<file path="config.mk">
export PLATFORM = sky130hd
export DESIGN_NAME = dma_row_reader
export DESIGN_NICKNAME = d
export VERILOG_FILES = /design/src/rtl/dma_pkg.sv /design/src/rtl/dma_row_assembler.sv /design/src/rtl/dma_row_reader.sv
export SDC_FILE = /design/constraint.sdc
export NUM_CORES = 1
export LEC_CHECK = 0
export BUFFER_PORTS_ARGS = -buffer_cell sky130_fd_sc_hd__buf_2
export CORE_MARGIN = 5
export CORE_UTILIZATION = 25
export DETAILED_ROUTE_END_ITERATION = 16
export PLACE_DENSITY_LB_ADDON = 0.2
export SETUP_SLACK_MARGIN = 0.4
export SYNTH_ARGS = -nofsm -noshare
export SYNTH_HDL_FRONTEND = slang
export SYNTH_SLANG_ARGS = --single-unit
</file>
<file path="constraint.sdc">
create_clock -name clk -period 4.85 [get_ports clk]
set_input_delay 0.2425 -clock clk [delete_from_list [all_inputs] [get_ports clk]]
set_output_delay 0.2425 -clock clk [all_outputs]
set_load 0.01 [all_outputs]
</file>
<file path="src/rtl/dma_pkg.sv">
// Shared constants and types for the row DMA masters (reader and writer).
// Holds the default geometry, the reader FSM encoding and a counter-width helper.
package dma_pkg;

   // Default row geometry, shared with the row writer.
   localparam int unsigned DMA_NUM_BLOCKS  = 16;
   localparam int unsigned DMA_BLOCK_SIZE  = 4;
   localparam int unsigned DMA_ADDR_WIDTH  = 16;
   localparam int unsigned DMA_RAM_LATENCY = 1;

   localparam int unsigned ROW_WIDTH = DMA_NUM_BLOCKS * DMA_BLOCK_SIZE;

   // Reader FSM encoding.
   typedef enum logic [1:0] {
      IDLE  = 2'd0,
      ISSUE = 2'd1,
      DRAIN = 2'd2
   } dma_state_t;

   // Width of a counter that must be able to hold the value n.
   function automatic int unsigned cnt_width(input int unsigned n);
      return (n < 2) ? 1 : $clog2(n + 1);
   endfunction

endpackage

</file>
<file path="src/rtl/dma_row_assembler.sv">
// Row assembler for the read DMA.
// Delays the issue strobe by RAM_LATENCY cycles so it lines up with ram_data,
// then drops each returning word into the shadow row at the next block index.
// Ports:
//   clk, rst     clock, asynchronous active-high reset
//   clear        restart a row (start accepted)
//   issue        a RAM read was issued this cycle (the reader's ram_enable)
//   ram_data     RAM read data
//   row_full_c   the final block of the row is arriving this cycle
//   row_c        shadow row with the current arriving block already merged in
module dma_row_assembler #(
   parameter int unsigned NUM_BLOCKS  = dma_pkg::DMA_NUM_BLOCKS,
   parameter int unsigned BLOCK_SIZE  = dma_pkg::DMA_BLOCK_SIZE,
   parameter int unsigned RAM_LATENCY = dma_pkg::DMA_RAM_LATENCY
) (
   input  logic                             clk,
   input  logic                             rst,
   input  logic                             clear,
   input  logic                             issue,
   input  logic [BLOCK_SIZE-1:0]            ram_data,
   output logic                             row_full_c,
   output logic [NUM_BLOCKS*BLOCK_SIZE-1:0] row_c
);
   import dma_pkg::*;

   localparam int unsigned ROW_W = NUM_BLOCKS * BLOCK_SIZE;
   localparam int unsigned CNT_W = cnt_width(NUM_BLOCKS);

   logic [RAM_LATENCY-1:0] vpipe;
   logic [ROW_W-1:0]       shadow;
   logic [CNT_W-1:0]       rcv_cnt;
   logic                   valid_c;

   // Tail of the valid pipe marks the cycle ram_data carries an issued read.
   assign valid_c = vpipe[RAM_LATENCY-1];

   // Shadow row with the arriving block inserted at index rcv_cnt.
   always_comb begin
      row_c = shadow;
      for (int k = 0; k < int'(NUM_BLOCKS); k++) begin
         if (valid_c && (rcv_cnt == CNT_W'(k))) begin
            row_c[k*BLOCK_SIZE +: BLOCK_SIZE] = ram_data;
         end
      end
   end

   assign row_full_c = valid_c && (rcv_cnt == CNT_W'(NUM_BLOCKS - 1));

   // Valid pipe, shadow row and receive counter.
   always_ff @(posedge clk or posedge rst) begin
      if (rst) begin
         vpipe   <= '0;
         shadow  <= '0;
         rcv_cnt <= '0;
      end else begin
         vpipe[0] <= issue;
         for (int i = 1; i < int'(RAM_LATENCY); i++) begin
            vpipe[i] <= vpipe[i-1];
         end
         if (clear) begin
            shadow  <= '0;
            rcv_cnt <= '0;
         end else if (valid_c) begin
            shadow  <= row_c;
            rcv_cnt <= rcv_cnt + CNT_W'(1);
         end
      end
   end

endmodule

</file>
<file path="src/rtl/dma_row_reader.sv">
// Read-side row DMA: fetches NUM_BLOCKS consecutive words from block RAM starting
// at base_addr, one read per cycle, and publishes them packed as one row.
// Ports:
//   clk, rst     clock, asynchronous active-high reset
//   start        request a row fetch (only honoured while idle)
//   base_addr    first RAM address, captured on start acceptance
//   ram_enable   RAM access strobe
//   write        RAM write strobe, always 0 (read-only master)
//   address      RAM address (wraps modulo 2^ADDR_WIDTH)
//   ram_data     RAM read data, valid RAM_LATENCY cycles after its address
//   busy         high from start acceptance until done
//   done         one-cycle pulse, row_out updated in this cycle
//   row_out      last completed row, block k at [k*BLOCK_SIZE +: BLOCK_SIZE]
module dma_row_reader #(
   parameter int unsigned NUM_BLOCKS  = dma_pkg::DMA_NUM_BLOCKS,
   parameter int unsigned BLOCK_SIZE  = dma_pkg::DMA_BLOCK_SIZE,
   parameter int unsigned ADDR_WIDTH  = dma_pkg::DMA_ADDR_WIDTH,
   parameter int unsigned RAM_LATENCY = dma_pkg::DMA_RAM_LATENCY
) (
   input  logic                             clk,
   input  logic                             rst,
   input  logic                             start,
   input  logic [ADDR_WIDTH-1:0]            base_addr,
   output logic                             ram_enable,
   output logic                             write,
   output logic [ADDR_WIDTH-1:0]            address,
   input  logic [BLOCK_SIZE-1:0]            ram_data,
   output logic                             busy,
   output logic                             done,
   output logic [NUM_BLOCKS*BLOCK_SIZE-1:0] row_out
);
   import dma_pkg::*;

   localparam int unsigned ROW_W = NUM_BLOCKS * BLOCK_SIZE;
   localparam int unsigned CNT_W = cnt_width(NUM_BLOCKS);

   dma_state_t            state;
   logic [CNT_W-1:0]      issue_cnt;
   logic [ADDR_WIDTH-1:0] base_q;
   logic                  accept_c;
   logic                  row_full_c;
   logic [ROW_W-1:0]      row_c;

   assign accept_c = (state == IDLE) && start;

   // Read-only master: never drives a write.
   assign write = 1'b0;

   dma_row_assembler #(
      .NUM_BLOCKS  (NUM_BLOCKS),
      .BLOCK_SIZE  (BLOCK_SIZE),
      .RAM_LATENCY (RAM_LATENCY)
   ) u_assembler (
      .clk        (clk),
      .rst        (rst),
      .clear      (accept_c),
      .issue      (ram_enable),
      .ram_data   (ram_data),
      .row_full_c (row_full_c),
      .row_c      (row_c)
   );

   // FSM with issue counter and address generation; all outputs registered.
   always_ff @(posedge clk or posedge rst) begin
      if (rst) begin
         state      <= IDLE;
         issue_cnt  <= '0;
         base_q     <= '0;
         ram_enable <= 1'b0;
         address    <= '0;
         busy       <= 1'b0;
         done       <= 1'b0;
         row_out    <= '0;
      end else begin
         done <= 1'b0;
         case (state)
            IDLE: begin
               if (start) begin
                  // First read goes out in the cycle right after acceptance.
                  base_q     <= base_addr;
                  address    <= base_addr;
                  ram_enable <= 1'b1;
                  issue_cnt  <= CNT_W'(1);
                  busy       <= 1'b1;
                  state      <= ISSUE;
               end
            end
            ISSUE: begin
               if (issue_cnt == CNT_W'(NUM_BLOCKS)) begin
                  ram_enable <= 1'b0;
                  state      <= DRAIN;
               end else begin
                  address   <= base_q + ADDR_WIDTH'(issue_cnt);
                  issue_cnt <= issue_cnt + CNT_W'(1);
               end
            end
            DRAIN: begin
               // Publish in the same edge that captures the last block.
               if (row_full_c) begin
                  row_out <= row_c;
                  done    <= 1'b1;
                  busy    <= 1'b0;
                  state   <= IDLE;
               end
            end
            default: begin
               state <= IDLE;
            end
         endcase
      end
   end

endmodule
</file>
==> results.py <==
metrics = {
    "setup_path": {
        "cp-start-kind": "flop",
        "critPathLaunch": "u_assembler.rcv_cnt[0]$_DFFE_PP0P_",
        "timing.rr.start": "u_assembler.rcv_cnt[0]$_DFFE_PP0P_",
        "r2r_end": "row_out[13]$_DFFE_PP0P_",
        "reg2reg_depth": 7,
        "cp-endpoint": "row_out[13]$_DFFE_PP0P_",
        "rrSetupSlack_ns": 2.16,
        "worst_ep_required_time_ns": 5.12,
        "cp-end-kind": "flop",
        "cp.arrival_ns": 2.97,
        "cp_max_fo": 69,
        "critPathKind": "flop to flop",
    },
    "floorplan": {
        "core_um2": 29500,
        "io_pins": 107,
        "dieHeight_um": 182,
        "die_x_um": 182,
        "start_util_pct": 25.2,
        "row_count": 63,
        "dieArea_um2": 33200,
    },
    "detailed_routing": {
        "drt-pass1-iter-count": 4,
        "wl_per_cell_um": 14.9,
        "drt_iter0_markers": 193,
        "finalWirelength_um": 17700,
        "dr_total_vias": 5006,
        "ant_nets": 0,
        "vias_per_cell": 4.22,
        "drc": 0,
    },
    "power_and_ir_drop": {
        "p_leak_nw": 4.32,
        "irDropWorstVdd_mv": 0.271,
        "power_density_nw_per_um2": 560,
    },
    "sta": {
        "fin_crit_ns": 2.69,
        "relSlewSlack_pct": 30.7,
        "setup_viol": 0,
        "skew_ns": 0.0151,
        "worstMarginPinSlew_ns": 1.04,
        "worst_slack_ns": 2.16,
        "final.setup.tns_ns": 0,
        "timing.final.max_slew_violations": 0,
        "rsz0062_at_grt": "no",
        "hold_viol": 0,
        "min_period_over_period_pct": 55.5,
        "fmax_mhz": 371,
    },
    "clocking": {
        "cts_hold_buffers": 0,
        "post_cts_resized": 0,
        "cts-root-buf": "clkbuf_16",
        "cts_made_buffers": 17,
        "cts.sinks": 172,
        "post_cts_buffers": 0,
        "htreeDepth": 4,
        "cts_buffer_depth": 2,
        "cts.reportedPaths.clkPinSlew_ns": 0.08,
        "cts_tree": "yes",
        "clkLatencyLatePin_ns": 0.43,
    },
    "cells_and_area": {
        "fin_cells": 1186,
        "fin_nets": 819,
        "stdcell_area_um2": 8910,
        "drive_gt1_share_pct": 21.1,
        "n_fill_cell": 3128,
        "final_cell_mix": "dfrtp_1, nand2_1, buf_2",
        "register_area_um2": 4300,
        "diodes": 0,
        "final_common_cell": "dfrtp_1",
        "syn_to_final_growth_pct": 20.0,
        "multi_input_area_um2": 2900,
        "fin_util_pct": 30.2,
    },
    "place": {
        "io_buffers": 105,
        "placedInstanceArea_um2": 8300,
        "gp_congestion": 0.691,
        "dpl.cell_count": 1154,
        "place_hpwl_um": 11300,
        "dp_slack_ns": 2.08,
    },
    "min_path": {
        "hold_class": "input pin to flop",
    },
    "grt": {
        "grt_pass1_vias": 5219,
        "grt_pass1_wl_um": 29200,
        "grt_overflow": 0,
        "antenna_found_initial": 1,
        "grt_use_total_pct": 11.0,
        "grt_max_degree": 173,
    },
    "yosys": {
        "yosysTopAreaCellShare_pct": 58.0,
        "async_flop_share_pct": 100,
        "syn_inst": 697,
        "yosysWarnings": 0,
        "yosys-top-cells-area": "dfrtp_1, mux2i_1, nand2_1",
        "synthFlopType": "dfrtp_1",
        "synthDistinctLibCells": 50,
        "synth_nets": 733,
        "ys_ff_latch": 172,
        "syn_area_um2": 7420,
        "ys_seq_area_share_pct": 58.0,
        "yosysTopAreaCell": "dfrtp_1",
        "synth_area_per_cell_um2": 10.7,
        "synth_edf_count": 0,
    },
    "run_status": {
        "status": "finished clean",
    },
    "flow_run": {
        "cap_violations": 0,
    },
}
## area by class of cell
type	instances	share of cell area, %
flip-flops and latches	172	48.3
multi-input cells	473	32.6
repair buffers	108	6.29
well taps	390	5.48
clock buffers	18	4.93
clock inverters	14	1.92
inverters	11	0.505
## Yosys cell counts (all sizes together) (2+ instances only)
cell type	count
o31ai	2
buf	21
nand4bb	2
or2	2
nand4	6
xnor2	4
a21o	2
nor2b	2
o21ai	70
mux2i	61
clkbuf	20
ha	12
a22oi	3
nand2b	2
nand2	144
a211oi	3
a31oi	3
o211ai	3
o21a	2
and3	8
inv	11
a21oi	16
nor2	91
nand3	12
xor2	12
dfrtp	172
## stage by stage
| step | total power [mW] | hold WS (ns) |
|---|---|---|
| 2_1_floorplan | 3.25 | 0.348 |
| 3_3_place_gp | 3.65 | 0.389 |
| 3_5_place_dp | 3.66 | 0.401 |
| 4_1_cts | 5.10 | 0.00703 |
| 5_1_grt | 5.38 | 0.0215 |
| 6_report | 4.99 | 0.0256 |
## power by group
group | internal [mW] | total (mW) | switching [mW]
Combinational | 0.579 | 1.55 | 0.976
Clock | 0.714 | 1.39 | 0.680
Sequential | 1.82 | 2.04 | 0.229
Total | 3.11 | 4.99 | 1.88
## registers in the layout, summed over array words and instances (netlist names)
register and flops:
row_out 64, u_assembler.shadow 60, address 16, base_q 16, issue_cnt 5, u_assembler.rcv_cnt 5, state 2, busy 1
done 1, ram_enable 1, u_assembler.valid_c 1
## routing by layer
| metal | share of wire, % | GRT usage (%) | vias up |
|---|---|---|---|
| met1 | 48 | 14.9 | 2404 |
| met5 | 0.074 | 0 | - |
| met3 | 4.9 | 2.97 | 22 |
| met2 | 46 | 17.5 | 91 |
| li1 | - | - | 2487 |
| met4 | 1.2 | 3.15 | 2 |
## cells by family after synthesis
logic type	share of synthesized area, %
fa+ha+maj	2.29
simple gates	18.6
mux	8.22
flops	58.0
compound gates	7.80
buf+inv	3.13
xor+xnor	1.89
other cells	0.0505
## worst min-delay path by stage
stage	end	startpoint	slack, ns	depth (start not counted)
floorplan	base_q[0]$_DFFE_PP0P_	base_addr[0]	0.35	2
global placement	u_assembler.valid_c$_DFF_PP0_	ram_enable$_DFFE_PP0P_	0.39	0
detailed placement	u_assembler.valid_c$_DFF_PP0_	ram_enable$_DFFE_PP0P_	0.40	0
CTS	base_q[7]$_DFFE_PP0P_	base_addr[7]	0.007	3
global route	base_q[7]$_DFFE_PP0P_	base_addr[7]	0.02	3
finish	base_q[15]$_DFFE_PP0P_	base_addr[15]	0.03	3
## critical path: stages, from the launching register on
cell and delay (ns):
dfrtp_1 0.42, ha_1 0.27, and3_1 0.19, ha_1 0.21, nand4b_4 0.61, buf_4 0.60
nand2_1 0.13, o21ai_0 0.09
No activity file was read; power rests on OpenSTA's default activity.
